$ cat src/rtl/pulse_cnt_pkg.sv
// Shared types and sizing helpers for the pulse counter front end.
package pulse_cnt_pkg;

  localparam int NCH_DEFAULT = 8;

  typedef enum logic [1:0] {
    ST_LOW      = 2'd0,
    ST_LOW_CHK  = 2'd1,
    ST_HIGH     = 2'd2,
    ST_HIGH_CHK = 2'd3
  } deb_state_t;

  function automatic int cnt_w(input int deb_cnt);
    return $clog2(deb_cnt + 1);
  endfunction

endpackage

$ cat src/rtl/pic_channel.sv
// One input channel: synchroniser, debounce FSM, edge strobes and sticky glitch flag.
module pic_channel
  import pulse_cnt_pkg::*;
#(
  parameter int SYNC_STAGES = 2,
  parameter int DEB_CNT     = 4
) (
  input  logic clk,
  input  logic rst,
  input  logic en,
  input  logic din,
  input  logic clr_glitch,
  output logic level,
  output logic rise,
  output logic rise_nxt,
  output logic fall,
  output logic glitch
);

  localparam int CW = cnt_w(DEB_CNT);
  localparam logic [CW-1:0] DEB_M1 = CW'(DEB_CNT - 1);

  logic [SYNC_STAGES-1:0] sync_q;
  deb_state_t             state_q, state_d;
  logic [CW-1:0]          cnt_q, cnt_d;
  logic                   rise_q, rise_d, fall_q, fall_d;
  logic                   glitch_q, glitch_d, gset;
  logic                   s;

  assign s = sync_q[SYNC_STAGES-1];

  always_comb begin
    state_d = state_q;
    cnt_d   = cnt_q;
    rise_d  = 1'b0;
    fall_d  = 1'b0;
    gset    = 1'b0;
    if (en) begin
      case (state_q)
        ST_LOW: if (s) begin
          if (DEB_CNT == 1) begin
            state_d = ST_HIGH;
            rise_d  = 1'b1;
          end else begin
            state_d = ST_LOW_CHK;
            cnt_d   = CW'(1);
          end
        end
        ST_LOW_CHK: if (s) begin
          if (cnt_q == DEB_M1) begin
            state_d = ST_HIGH;
            cnt_d   = '0;
            rise_d  = 1'b1;
          end else begin
            cnt_d = cnt_q + CW'(1);
          end
        end else begin
          state_d = ST_LOW;
          cnt_d   = '0;
          gset    = 1'b1;
        end
        ST_HIGH: if (!s) begin
          if (DEB_CNT == 1) begin
            state_d = ST_LOW;
            fall_d  = 1'b1;
          end else begin
            state_d = ST_HIGH_CHK;
            cnt_d   = CW'(1);
          end
        end
        ST_HIGH_CHK: if (!s) begin
          if (cnt_q == DEB_M1) begin
            state_d = ST_LOW;
            cnt_d   = '0;
            fall_d  = 1'b1;
          end else begin
            cnt_d = cnt_q + CW'(1);
          end
        end else begin
          state_d = ST_HIGH;
          cnt_d   = '0;
          gset    = 1'b1;
        end
        default: begin
          state_d = ST_LOW;
          cnt_d   = '0;
        end
      endcase
    end
    // a new rejection in the same cycle as a clear keeps the flag set
    glitch_d = gset | (glitch_q & ~clr_glitch);
  end

  always_ff @(posedge clk) begin
    if (rst) begin
      sync_q   <= '0;
      state_q  <= ST_LOW;
      cnt_q    <= '0;
      rise_q   <= 1'b0;
      fall_q   <= 1'b0;
      glitch_q <= 1'b0;
    end else begin
      sync_q   <= {sync_q[SYNC_STAGES-2:0], din};
      state_q  <= state_d;
      cnt_q    <= cnt_d;
      rise_q   <= rise_d;
      fall_q   <= fall_d;
      glitch_q <= glitch_d;
    end
  end

  assign level    = (state_q == ST_HIGH) || (state_q == ST_HIGH_CHK);
  assign rise     = rise_q;
  assign rise_nxt = rise_d;
  assign fall     = fall_q;
  assign glitch   = glitch_q;

endmodule

$ cat src/rtl/pulse_input_conditioner.sv
// Multichannel pulse input conditioner: NCH independent debounced channels plus any_rise.
module pulse_input_conditioner
  import pulse_cnt_pkg::*;
#(
  parameter int NCH         = NCH_DEFAULT,
  parameter int SYNC_STAGES = 2,
  parameter int DEB_CNT     = 4
) (
  input  logic           clk,
  input  logic           rst,
  input  logic           en,
  input  logic [NCH-1:0] din,
  input  logic [NCH-1:0] clr_glitch,
  output logic [NCH-1:0] level,
  output logic [NCH-1:0] rise,
  output logic [NCH-1:0] fall,
  output logic           any_rise,
  output logic [NCH-1:0] glitch
);

  logic [NCH-1:0] rise_nxt;
  logic           any_rise_q;

  for (genvar g = 0; g < NCH; g++) begin : g_ch
    pic_channel #(
      .SYNC_STAGES(SYNC_STAGES),
      .DEB_CNT    (DEB_CNT)
    ) u_ch (
      .clk       (clk),
      .rst       (rst),
      .en        (en),
      .din       (din[g]),
      .clr_glitch(clr_glitch[g]),
      .level     (level[g]),
      .rise      (rise[g]),
      .rise_nxt  (rise_nxt[g]),
      .fall      (fall[g]),
      .glitch    (glitch[g])
    );
  end

  // built from next-state strobes so it lines up with rise
  always_ff @(posedge clk) begin
    if (rst) any_rise_q <= 1'b0;
    else     any_rise_q <= |rise_nxt;
  end

  assign any_rise = any_rise_q;

endmodule

$ cat config.mk
export PLATFORM = sky130hd
export DESIGN_NAME = pulse_input_conditioner
export DESIGN_NICKNAME = d
export VERILOG_FILES = /design/src/rtl/pulse_cnt_pkg.sv /design/src/rtl/pic_channel.sv /design/src/rtl/pulse_input_conditioner.sv
export SDC_FILE = /design/constraint.sdc
export NUM_CORES = 1
export LEC_CHECK = 0
export ABC_AREA = 1
export CAP_MARGIN = 40
export CORE_MARGIN = 2
export CORE_UTILIZATION = 40
export DETAILED_ROUTE_END_ITERATION = 8
export GPL_ROUTABILITY_DRIVEN = 0
export PLACE_DENSITY_LB_ADDON = 0.3
export SLEW_MARGIN = 5
export SYNTH_ARGS = -nofsm -noshare
export SYNTH_HDL_FRONTEND = slang
export SYNTH_HIERARCHICAL = 1
export SYNTH_SLANG_ARGS = --single-unit
$ cat constraint.sdc
create_clock -name clk -period 1.05 [get_ports clk]
set_input_delay 0.21 -clock clk [delete_from_list [all_inputs] [get_ports clk]]
set_output_delay 0.21 -clock clk [all_outputs]
set_load 0.005 [all_outputs]
==> results.md <==
Outcome:
- The run finished, with violations left.
- The final reports fail on setup timing.

Synth:
- The number of enable-type register cells in the synthesized netlist is 0.
- After synthesis, the cell types taking the most area are dfxtp_1, nand2_1, inv_1, nor2_1, nand3_1.
- For this run, the number of Yosys warnings is 6.
- The flip-flop and latch count after synthesis is between 80 and 90.
- The most area-hungry cell type in the Yosys netlist is dfxtp_1.
- The async set-or-reset flop fraction in the synthesized netlist is 0.
- The leading cell type by number of instances after synthesis is nand2_1.
- The per-instance average area after synthesis is 7.09 um^2.
- By count the netlist is led by nand2_1, inv_1, dfxtp_1, nor2_1, nand3_1.
- The post-synthesis cell count is around 500.
- The part of the Yosys area used for sequential elements is 0.460.
- The share of the synthesized area in the top cell type is 0.460.
- Among all flip-flop cells after synthesis, the most frequent one is dfxtp_1.
- The number of distinct library cell variants in the gate-level netlist after synthesis is 17.
- Synthesis produced a netlist with a net count of 524.
- The synthesized cell area is between 0.003 and 0.004 mm^2.

Worst setup path:
- STA classifies the critical path endpoint as a flop.
- The class of the most critical setup path is flop to flop.
- The worst path required time is around 1.3 ns.
- The arrival time at the worst endpoint is approximately 1.4 ns.
- The startpoint class of the critical path is a flop.
- In this run the worst path has a maximum fanout of 4.

Routing:
- For this block, the initial DRC count from the detailed router was around 160.
- The remaining antenna violation count after routing is 0.
- The DRC violation count after routing is 0.
- The wire length reported by the detailed router is approximately 9900 um.
- The mean routed wirelength per cell is ~14 um.
- After detailed routing, the number of vias per cell comes to around 5.0.
- The count of TritonRoute iterations in the first routing pass is 4.
- For this block, the via count after detailed routing is approximately 3,500.

STA:
- In the finished design, the share of the clock period the worst path needs comes to 1.07.
- The clock skew after layout is 0.00397 ns.
- Summed over all failing endpoints, the final setup total negative slack is -0.261 ns.
- The final worst slack is -0.0724 ns.
- The worst pin sits at a relative slew slack of 0.793.
- The number of pins with negative max-slew slack in the final report is 0.
- Across all hold checks on the routed design, the worst slack comes to slightly above 0.1 ns.
- The total of endpoints with negative setup slack in the final report is 11.
- The final count of hold timing violations came to 0.
- The smallest clock period supported by the final layout is computed as 1.12 ns.
- Timing would allow up to about 890 MHz.
- Setup repair after global routing could not meet its margin everywhere.
- The slew at the pin with the worst max-slew slack is ~0.31 ns.

Floorplan:
- For this design the top-level I/O count stands at 52.
- The area of the core region is 0.00864 mm^2.
- The die footprint is 0.00958 mm^2.
- Measured along the x axis, the die boundary spans between 90 and 100 um.
- The floorplan step set the die height to ~98 um.
- Row generation in the floorplan step produced 34 rows.
- The starting density of the core is 0.408.

Clock tree:
- In this run the number of H-tree levels came out at 3.
- Counting along the longest clock path gives a buffer depth of 2.
- The TritonCTS clock tree is yes.
- The root buffer cell chosen for the clock tree is clkbuf_8.
- The number of clock buffers inserted by TritonCTS is 9.
- The number of hold buffers added after cts is 0.
- After clock tree synthesis, the clock-pin slew on the worst setup and hold paths is around 0.08 ns.
- The tree built by TritonCTS fans out to 81 sinks.
- The clock latency of the later-clocked register in the worst-skew pair is ~0.36 ns.

Final layout:
- The design area is 0.00550 mm^2.
- Of the cells placed in the final design, the portion with a size suffix greater than 1 is 0.501.
- 0 antenna diodes ended up in the layout.
- For this run, the share of the core covered by cells in the final layout is 0.637.
- The number of non-filler instances in the completed layout is around 710.
- The post-layout net count is around 630.
- The filler cells instantiated in the layout total between 600 and 700.
- Relative to the synthesized area, the layout overhead comes to 56.2%.

Placement:
- The cell count after placement is around 680.
- Once detailed placement completed, the half-perimeter wirelength came to 5480 um.
- The number of buffers added on ports is 51.
- In this run the cell area measured after placement is 0.00439 mm^2.

Global route:
- The global routing usage summed across all routing layers is 0.191.
- The overall overflow remaining after global route is 0.
- The number of global-route vias before repair was around 3,500.
- The number of antenna violations at the first check in global routing is 0.
- The first global-routing pass estimated 15,200 um of wire.
- The maximum number of pins on one net before global-route repair is 25.

Worst hold path:
- The class of the tightest hold or removal check is input pin to flop.

Run:
- Max-cap violations in this run came to 0.

Power and ir drop:
- The peak ir drop on the vdd network is roughly 0.00075 V.
- The power density over cell area is roughly 1400 mW/mm^2.
- The leakage power figure is 2.32 nW.
area by class of cell:
cell class / count / area (um^2) / share of cell area
inverters: 104 / 418 / 0.0759
multi-input cells: 304 / 2150 / 0.391
repair buffers: 98 / 830 / 0.151
flip-flops and latches: 81 / 1700 / 0.310
clock inverters: 4 / 97.6 / 0.0177
clock buffers: 12 / 165 / 0.0300
well taps: 108 / 135 / 0.0246
path summary, 6_finish.rpt:
path | start | end | slack (ns) | depth (start not counted)
worst max-delay path | flop | any_rise | -0.07 | 8
worst min-delay path | rst | g_ch[4].u_ch/fall | 0.10 | 2
worst max register to register | flop | any_rise | -0.07 | 8
worst min register to register | g_ch[6].u_ch/sync_q[0] | g_ch[6].u_ch/sync_q[1] | 0.39 | 2
layout by cell type, fill, tap and decap left out, types with 8 or more instances in the layout:
| master | netlist | final |
|---|---|---|
| nand4_1 | 8 | 8 |
| nor3_1 | 8 | 8 |
| buf_4 | 0 | 23 |
| dfxtp_1 | 81 | 31 |
| nand3_1 | 48 | 22 |
| nand2_4 | 0 | 20 |
| dfxtp_4 | 0 | 8 |
| nor2_1 | 70 | 60 |
| clkdlybuf4s50_1 | 0 | 16 |
| nand3_4 | 0 | 14 |
| buf_2 | 0 | 32 |
| nand3b_1 | 8 | 8 |
| inv_1 | 88 | 71 |
| a21oi_2 | 0 | 9 |
| inv_2 | 16 | 26 |
| a21oi_1 | 24 | 14 |
| buf_6 | 0 | 23 |
| ha_4 | 0 | 8 |
| dfxtp_2 | 0 | 42 |
| nand2_2 | 8 | 28 |
| nor2_2 | 0 | 9 |
| nand2_1 | 90 | 50 |
| clkbuf_8 | 0 | 12 |
| nand3_2 | 8 | 20 |
through the flow:
step                total power [mW]  setup WS, ns
floorplan                       3.89        0.0194
global placement                4.25        -0.479
detailed placement              4.28        -0.473
CTS                             7.33       -0.0219
global route                    7.92        -0.154
finish                          7.61       -0.0724
sequential cells by signal, summed over array words and instances (netlist names), named ones only:
name / cells
any_rise: 1
g_ch.u_ch/sync_q: 16
g_ch.u_ch/cnt_q: 24
g_ch.u_ch/glitch: 8
g_ch.u_ch/fall: 8
g_ch.u_ch/rise: 8
g_ch.u_ch/state_q: 8
power by group:
| part | internal, mW | switching [mW] |
|---|---|---|
| registers | 3.23 | 0.154 |
| clock network | 1.77 | 1.15 |
| logic | 0.595 | 0.717 |
| total | 5.60 | 2.02 |
worst max-delay path, stage by stage (launching register included):
cell     delay (ns)
dfxtp_2        0.33
buf_6          0.13
inv_6          0.06
nand3_2        0.10
nor2_4         0.15
nor2_2         0.05
nand2_1        0.09
nor2_1         0.05
nor2_1         0.09
kinds of logic (layout without fill, tap and decap cells):
group / Yosys count / in the layout / synth area share
simple gates: 256 / 256 / 0.332
buf+inv: 112 / 218 / 0.119
flops: 81 / 81 / 0.460
compound gates: 40 / 40 / 0.0597
fa+ha+maj: 8 / 8 / 0.0284
timing repair:
| action | in CTS | in global routing |
|---|---|---|
| hold endpoints to repair | 0 | 0 |
| setup endpoints to repair | 70 | 60 |
| cloned | 1 | 0 |
| pin swaps | 36 | 58 |
| gates resized for setup | 252 | 144 |
| setup buffers | 14 | 2 |
metal layers:
metal,track usage,wire [um],part of all wire
met1,0.219,4060,0.41
met2,0.342,5230,0.53
met3,0.0451,389,0.039
met4,0.0759,252,0.025
met5,0,0,0
No activity file was read; power rests on OpenSTA's default activity.
